--- config.mk ---
export PLATFORM = sky130hd
export DESIGN_NAME = fifo_stream_reader
export DESIGN_NICKNAME = d
export VERILOG_FILES = /design/src/rtl/fifo_rd_pkg.sv /design/src/rtl/fifo_rd_skid_buf.sv /design/src/rtl/fifo_stream_reader.sv
export SDC_FILE = /design/constraint.sdc
export NUM_CORES = 1
export LEC_CHECK = 0
export ABC_AREA = 0
export CORE_ASPECT_RATIO = 1.4
export CORE_MARGIN = 3
export CORE_UTILIZATION = 40
export DETAILED_ROUTE_END_ITERATION = 10
export GPL_ROUTABILITY_DRIVEN = 0
export PLACE_DENSITY = 0.65
export SYNTH_ARGS = -nofsm -noshare
export SYNTH_HDL_FRONTEND = slang
export SYNTH_SLANG_ARGS = --single-unit
--- constraint.sdc ---
create_clock -name clk -period 2.33 [get_ports clk]
set_input_delay 0.466 -clock clk [delete_from_list [all_inputs] [get_ports clk]]
set_output_delay 0.466 -clock clk [all_outputs]
set_load 0.1 [all_outputs]
--- src/rtl/fifo_rd_pkg.sv ---
// Shared types for the FIFO stream reader: FSM state encoding and skid occupancy.
package fifo_rd_pkg;

    localparam int unsigned SKID_DEPTH = 2;

    typedef enum logic [1:0] {
        IDLE   = 2'd0,
        STREAM = 2'd1,
        FLUSH  = 2'd2,
        DONE   = 2'd3
    } rd_state_e;

    typedef logic [1:0] occ_t;

endpackage

--- src/rtl/fifo_rd_skid_buf.sv ---
// Two-entry in-order skid buffer; head entry is presented on head, clear drops everything.
module fifo_rd_skid_buf
    import fifo_rd_pkg::*;
#(
    parameter int unsigned DATA_W = 8
) (
    input  logic              clk,
    input  logic              rst_n,
    input  logic              push,
    input  logic              pop,
    input  logic              clear,
    input  logic [DATA_W-1:0] din,
    output occ_t              occ,
    output logic [DATA_W-1:0] head
);

    occ_t              occ_q;
    logic [DATA_W-1:0] head_q;
    logic [DATA_W-1:0] tail_q;

    // Storage update; a simultaneous push and pop keeps occupancy and preserves order.
    always_ff @(posedge clk or negedge rst_n) begin
        if (!rst_n) begin
            occ_q  <= '0;
            head_q <= '0;
            tail_q <= '0;
        end else if (clear) begin
            occ_q <= '0;
        end else begin
            case ({push, pop})
                2'b10: begin
                    if (occ_q == occ_t'(0)) begin
                        head_q <= din;
                    end else begin
                        tail_q <= din;
                    end
                    occ_q <= occ_q + occ_t'(1);
                end
                2'b01: begin
                    head_q <= tail_q;
                    occ_q  <= occ_q - occ_t'(1);
                end
                2'b11: begin
                    if (occ_q == occ_t'(SKID_DEPTH)) begin
                        head_q <= tail_q;
                        tail_q <= din;
                    end else begin
                        head_q <= din;
                    end
                end
                default: ;
            endcase
        end
    end

    assign occ  = occ_q;
    assign head = head_q;

endmodule

--- src/rtl/fifo_stream_reader.sv ---
// Drains a synchronous FIFO into a valid/ready stream, hiding the FIFO read latency
// behind a 2-entry skid buffer, with a flush that discards all pending data.
// Optional feature macro: FIFO_RD_STATS_EN adds the rd_count delivered-beat counter.
module fifo_stream_reader
    import fifo_rd_pkg::*;
#(
    parameter int unsigned DATA_W = 8
`ifdef FIFO_RD_STATS_EN
    , parameter int unsigned CNT_W = 16
`endif
) (
    input  logic              clk,
    input  logic              rst_n,
    input  logic [DATA_W-1:0] fifo_dout,
    input  logic              fifo_empty,
    output logic              fifo_rd_en,
    output logic [DATA_W-1:0] m_data,
    output logic              m_valid,
    input  logic              m_ready,
    input  logic              flush,
    output logic              flush_done,
    output logic              busy
`ifdef FIFO_RD_STATS_EN
    , output logic [CNT_W-1:0] rd_count
`endif
);

    rd_state_e state_q;
    rd_state_e state_d;
    logic      inflight_q;
    logic      flush_armed_q;
    occ_t      occ;
    logic      flush_req;
    logic      push;
    logic      pop;
    logic      clear;
    logic [2:0] pending;

    // A flush held high across DONE must go low once before it is honoured again.
    assign flush_req = flush && flush_armed_q;

    // Next state and decoded outputs. The read gate credits a same-cycle pop so that
    // a full pipeline (occ=1, inflight=1) keeps reading and sustains one beat per cycle.
    always_comb begin
        state_d    = state_q;
        fifo_rd_en = 1'b0;
        m_valid    = 1'b0;
        busy       = 1'b0;
        flush_done = 1'b0;
        push       = 1'b0;
        pop        = 1'b0;
        clear      = 1'b0;
        pending    = 3'(occ) + 3'(inflight_q);
        case (state_q)
            IDLE: begin
                if (flush_req) begin
                    state_d = FLUSH;
                    clear   = 1'b1;
                end else if (!fifo_empty) begin
                    state_d = STREAM;
                end
            end
            STREAM: begin
                busy       = 1'b1;
                m_valid    = (occ != occ_t'(0));
                pop        = m_valid && m_ready;
                push       = inflight_q;
                fifo_rd_en = !fifo_empty && (pending < 3'(SKID_DEPTH) + 3'(pop));
                if (flush_req) begin
                    state_d = FLUSH;
                    clear   = 1'b1;
                end else if (occ == occ_t'(0) && !inflight_q && fifo_empty) begin
                    state_d = IDLE;
                end
            end
            FLUSH: begin
                busy       = 1'b1;
                fifo_rd_en = !fifo_empty;
                if (fifo_empty && !inflight_q) begin
                    state_d = DONE;
                end
            end
            DONE: begin
                flush_done = 1'b1;
                state_d    = IDLE;
            end
            default: state_d = IDLE;
        endcase
    end

    // State, outstanding-read tracker and flush re-arm flag.
    always_ff @(posedge clk or negedge rst_n) begin
        if (!rst_n) begin
            state_q       <= IDLE;
            inflight_q    <= 1'b0;
            flush_armed_q <= 1'b1;
        end else begin
            state_q    <= state_d;
            inflight_q <= fifo_rd_en;
            if (clear) begin
                flush_armed_q <= 1'b0;
            end else if (!flush) begin
                flush_armed_q <= 1'b1;
            end
        end
    end

    fifo_rd_skid_buf #(
        .DATA_W (DATA_W)
    ) u_skid (
        .clk   (clk),
        .rst_n (rst_n),
        .push  (push),
        .pop   (pop),
        .clear (clear),
        .din   (fifo_dout),
        .occ   (occ),
        .head  (m_data)
    );

`ifdef FIFO_RD_STATS_EN
    // Delivered-beat counter; wraps, survives flush, cleared only by reset.
    always_ff @(posedge clk or negedge rst_n) begin
        if (!rst_n) begin
            rd_count <= '0;
        end else if (pop) begin
            rd_count <= rd_count + CNT_W'(1);
        end
    end
`endif

endmodule
Yosys cells after proc, flatten, opt, wreduce, memory -nomap -nowiden. Cells that the tools add are included. Widths: inputs -> output; s select.

Flip-flop bits (word level): 22. Input bits: 13. Output and inout bits: 12. Word-level logic and storage cells: 69.

Add/sub/neg operators: 4. $lt $le $gt $ge: 1. Equal/unequal tests: 14. Mux-type cells: 24. Bitwise gates (word level): 1. Reduce and logical (&&, ||, !) cells: 19.

Operators with widths (count): $mux 8 (4); $pmux 8 s3 (1); $pmux 8 s2 (1); $mux 2 (6); $eq 2x2->1 const B (5); $mux 1 (9); $pmux 2 s4 (1); $logic_and 1x1->1 (6); $ne 2x2->1 const B (3); $ne 3x3->1 const B (2); $reduce_and 3->1 (2); $reduce_bool 3->1 (2); $eq 2x1->1 const B (2); $logic_not 2->1 (2); $ne 2x1->1 const B (2); $pmux 2 s2 (1); $reduce_and 4->1 (1); $reduce_bool 2->1 (2); $reduce_or 2->1 (2); $add 2x1->3 (1); $add 2x1->3 const A (1); $lt 3x3->1 (1); $add 2x1->2 const B (1); $logic_not 1->1 (2); 3 further kinds (3).

Depth between registers and ports, before layout.
Word-level depth: 6. Mapped depth: 7. Gate-level depth less buffers: 6.

Cells and area by module. From an unflattened synthesis, not the netlist that was laid out.

Cells, all modules: 105. Area, all modules: 1184.9 µm².

Modules (own cells, without submodules): fifo_rd_skid_buf (instances 1, cells each 67, area each 837.1 µm², seq. area each 450.4 µm²); fifo_stream_reader (instances 1, cells each 38, area each 347.8 µm², seq. area each 101.3 µm²).

Least setup slack after synthesis. No wires, ideal clock.

Kind: register to output. From: reg state_q[0]. To: out fifo_rd_en. Arrival time: 3.652 ns. Required time: 1.864 ns. Setup slack: -1.788 ns. Cell stages (with the launch flop): 4. Buffers on the path: 0. Cell sequence: dfrtp_1 inv_1 ha_1 nor3b_1.

Cells in the longest elaborated chain, start to end: 2. Elaborated cells between the ends (all ways): 3. Classes of those cells: eq/ne (2); mux (1).

Ends and longest elaborated chain: start: declaration (RTL line fifo_stream_reader.sv:28) `rd_state_e state_q;`; start signal: assignment (RTL line fifo_stream_reader.sv:98) `state_q <= state_d;`; $eq 2x2->1 / $eq 2x1->1 (equally long branches) (RTL line fifo_stream_reader.sv:54) `case (state_q)`; $pmux 1 s2 (*) (RTL line fifo_stream_reader.sv:54); end: declaration (RTL line fifo_stream_reader.sv:16) `output logic fifo_rd_en,`.

Mark *: on every way between the ends. The rest lies on a longest branch, timed or not.

Worst setup path after layout.
From: reg inflight_q. To: out fifo_rd_en.

Cells in the longest elaborated chain, start to end: 4.

Ends and longest elaborated chain: start: declaration (RTL line fifo_stream_reader.sv:30) `logic inflight_q;`; start signal: assignment (RTL line fifo_stream_reader.sv:99) `inflight_q <= fifo_rd_en;`; $add 2x1->3 (RTL line fifo_stream_reader.sv:53) `pending = 3'(occ) + 3'(inflight_q);`; $lt 3x3->1 (RTL line fifo_stream_reader.sv:68) `fifo_rd_en = !fifo_empty && (pending < 3'(SKID_DEPTH) + 3'(pop));`; $logic_and 1x1->1 (RTL line fifo_stream_reader.sv:68); $pmux 1 s2 (RTL line fifo_stream_reader.sv:54).

Every way passes these cells.

==> flow_summary.json <==
{
  "netlist_instances": 106,
  "cts_max_level": 1,
  "antenna_found_initial": 0,
  "path_clk_slew_ns": 0.12,
  "fin_cells": 173,
  "rrSetupSlack_ns": 0.50,
  "finalCritPeriodShare_pct": 100.4,
  "drtAntennaViolNets": 0,
  "reg2reg_depth": 4,
  "wl_met2_um": 1248,
  "critPathMaxFanout": 2,
  "cts_tree": "built",
  "wl_met1_um": 964,
  "fmax_ghz": 0.4277,
  "cts_sinks": 22,
  "die-area_um2": 3567,
  "grt_pass1_vias": 929,
  "overflow": 0,
  "post_drt_wl_per_cell_um": 13.65,
  "die_w_um": 51.34,
  "dr.pass1.iters": 2,
  "synth.distinct_cells": 27,
  "port_buffers": 24,
  "drv_slew": 0,
  "place_hpwl_um": 1786,
  "multi_input_area_um2": 606.8,
  "nets": 157,
  "clock_latency_ns": 0.30,
  "die_h_um": 69.48,
  "cts_buffers": 3,
  "layout-drive-gt1-share_pct": 29.93,
  "finalWirelength_um": 2361,
  "drt_iter0_drc": 14,
  "grt_pass1_wl_um": 3946,
  "worst-endpoint-arrival_ns": 1.87,
  "max_cap_violations": 0,
  "min_period_ns": 2.338,
  "n_fill_cell": 262,
  "hold_violations": 0,
  "placed_cells": 167,
  "diodes": 0,
  "num_rows": 22,
  "crit_path_end_kind": "output pin",
  "grt_usage_pct": 14.51,
  "fin_skew_ns": 0.0007611,
  "crit_type": "reg2out",
  "start_kind": "flop",
  "tightest_slew_ns": 0.5020,
  "met3WireLength_um": 111,
  "r2r-start": "state_q[1]",
  "area_growth_pct": 36.20,
  "r2r-end": "u_skid.tail_q[4]",
  "ys_seq_elements": 22,
  "cts-root-buf": "clkbuf_4",
  "drc": 0,
  "violations": "setup timing",
  "synth_area_per_cell_um2": 10.86,
  "cp_data_required_time_ns": 1.86,
  "setup_viol": 1,
  "maxUsedRoutingLayer": "met4",
  "io_pins": 25,
  "register_area_um2": 551.8,
  "start_util_pct": 42.67,
  "grt_max_degree": 23,
  "vias_per_cell": 5.208,
  "vias": 901,
  "setup_ws_ns": -0.008156,
  "cts_buffer_depth": 2,
  "syn-cell-area_um2": 1151,
  "ys_seq_area_share_pct": 47.93,
  "syn_nets": 125,
  "yosys_warnings": 0,
  "slew_headroom_pct": 66.44,
  "core-area_um2": 2698,
  "worstHoldPathType": "in2async",
  "rsz0062_at_grt": "true",
  "status": "finished with violations"
}
## layout make-up
cell class	instances	share of cell area [%]
multi-input cells	77	38.71
flip-flops and latches	22	35.20
repair buffers	31	19.15
well taps	36	2.873
clock inverters	1	1.915
clock buffers	3	1.437
inverters	3	0.7183
## layout by cell type (no fill, tap or decap), drive strengths merged
cell           count
nand4              1
o21a               1
buf               19
nor2b              1
o211a              2
clkdlybuf4s50     12
xor2               1
xnor2              1
inv                3
a32o               1
nor2              13
dfrtp             21
mux2               8
nand2              6
o21ai              3
a211oi             1
nand2b             3
nand3              1
or3                1
nor3b              2
ha                 6
a21oi             11
a31oi              4
bufinv             1
dfstp              1
mux2i              9
a311oi             1
clkbuf             3
## worst max-delay path by stage
stage | start | to | slack [ns] | cells after the start
after floorplan | state_q[1] | fifo_rd_en | -0.18 | 3
after global placement | m_ready | fifo_rd_en | 0.13 | 6
after detailed placement | m_ready | fifo_rd_en | 0.08 | 6
after CTS | u_skid.occ[0] | fifo_rd_en | -0.02 | 6
after global routing | inflight_q | fifo_rd_en | -0.09 | 6
final | inflight_q | fifo_rd_en | -0.008 | 6
## critical path, stage by stage (launching register included)
cell and delay (ns):
dfrtp_1 0.40, ha_1 0.31, nand2b_4 0.14, o21ai_2 0.12
a31oi_2 0.12, nor3b_4 0.27, buf_12 0.21
## timing repair
action | in CTS | in global routing
gates resized for setup | 5 | 1
cloned | 0 | 0
buffers inserted | 2 | 0
pin swaps | 4 | 4
hold buffers | 0 | 0
endpoints found under the setup margin | 1 | 1
## state kept, by name, indices dropped and copies added (netlist names)
name	flops
flush_armed_q	1
state_q	2
u_skid.tail_q	8
u_skid.occ	2
inflight_q	1
u_skid.head	8
## through the flow
step	util [%]	setup WS, ns	area, µm²	hold WS (ns)	TNS [ns]
floorplan	-	-0.1835	1167	0.1704	-0.1835
global placement	54.68	0.1333	1475	0.4560	0
detailed placement	54.68	0.07535	1475	0.4683	0
CTS	57.93	-0.02469	1563	0.4863	-0.02469
global route	58.12	-0.08715	1568	0.5013	-0.08715
finish	58.12	-0.008156	1568	0.4864	-0.008156
## kinds of logic (layout without fill, tap and decap cells)
group / after synthesis / in the layout / synth area share [%]
multiplexers: 17 / 17 / 15.65
flip-flops: 22 / 22 / 47.93
adder cells (fa/ha/maj): 6 / 6 / 6.522
XOR/XNOR: 2 / 2 / 1.522
AND/OR/NAND/NOR: 28 / 28 / 11.41
buffers and inverters: 7 / 38 / 2.935
AO/OA/AOI/OAI: 24 / 24 / 14.02
## cell usage after synthesis
cell type	n	area, µm²
nand3_1	1	5.000
dfrtp_1	21	525.5
buf_2	3	15.01
nor2_2	1	6.260
or3_1	1	6.260
xnor2_1	1	8.760
xor2_1	1	8.760
o211a_1	2	20.02
nor2_1	12	45.04
a311oi_1	1	8.760
mux2_2	8	90.09
nor3b_1	2	15.01
nand4_1	1	6.260
inv_1	3	11.26
mux2i_1	9	90.09
o21a_1	1	7.510
nand2_1	6	22.52
a31oi_1	4	25.02
a21oi_1	11	55.05
nor2b_1	1	6.260
buf_4	1	7.510
a211oi_4	1	20.02
dfstp_2	1	26.28
a32o_1	1	10.01
o21ai_0	3	15.01
nand2b_1	3	18.77
ha_1	6	75.07
## metal layers
| layer | up-vias | GRT usage (%) |
|---|---|---|
| met4 | 0 | 6.997 |
| met5 | - | 0 |
| met3 | 4 | 3.011 |
| met1 | 439 | 15.63 |
| li1 | 436 | - |
| met2 | 22 | 25.97 |
Power is left out: the tool's default activity adds up to more than one toggle a clock period on the data nets, which glitch-free logic cannot reach.
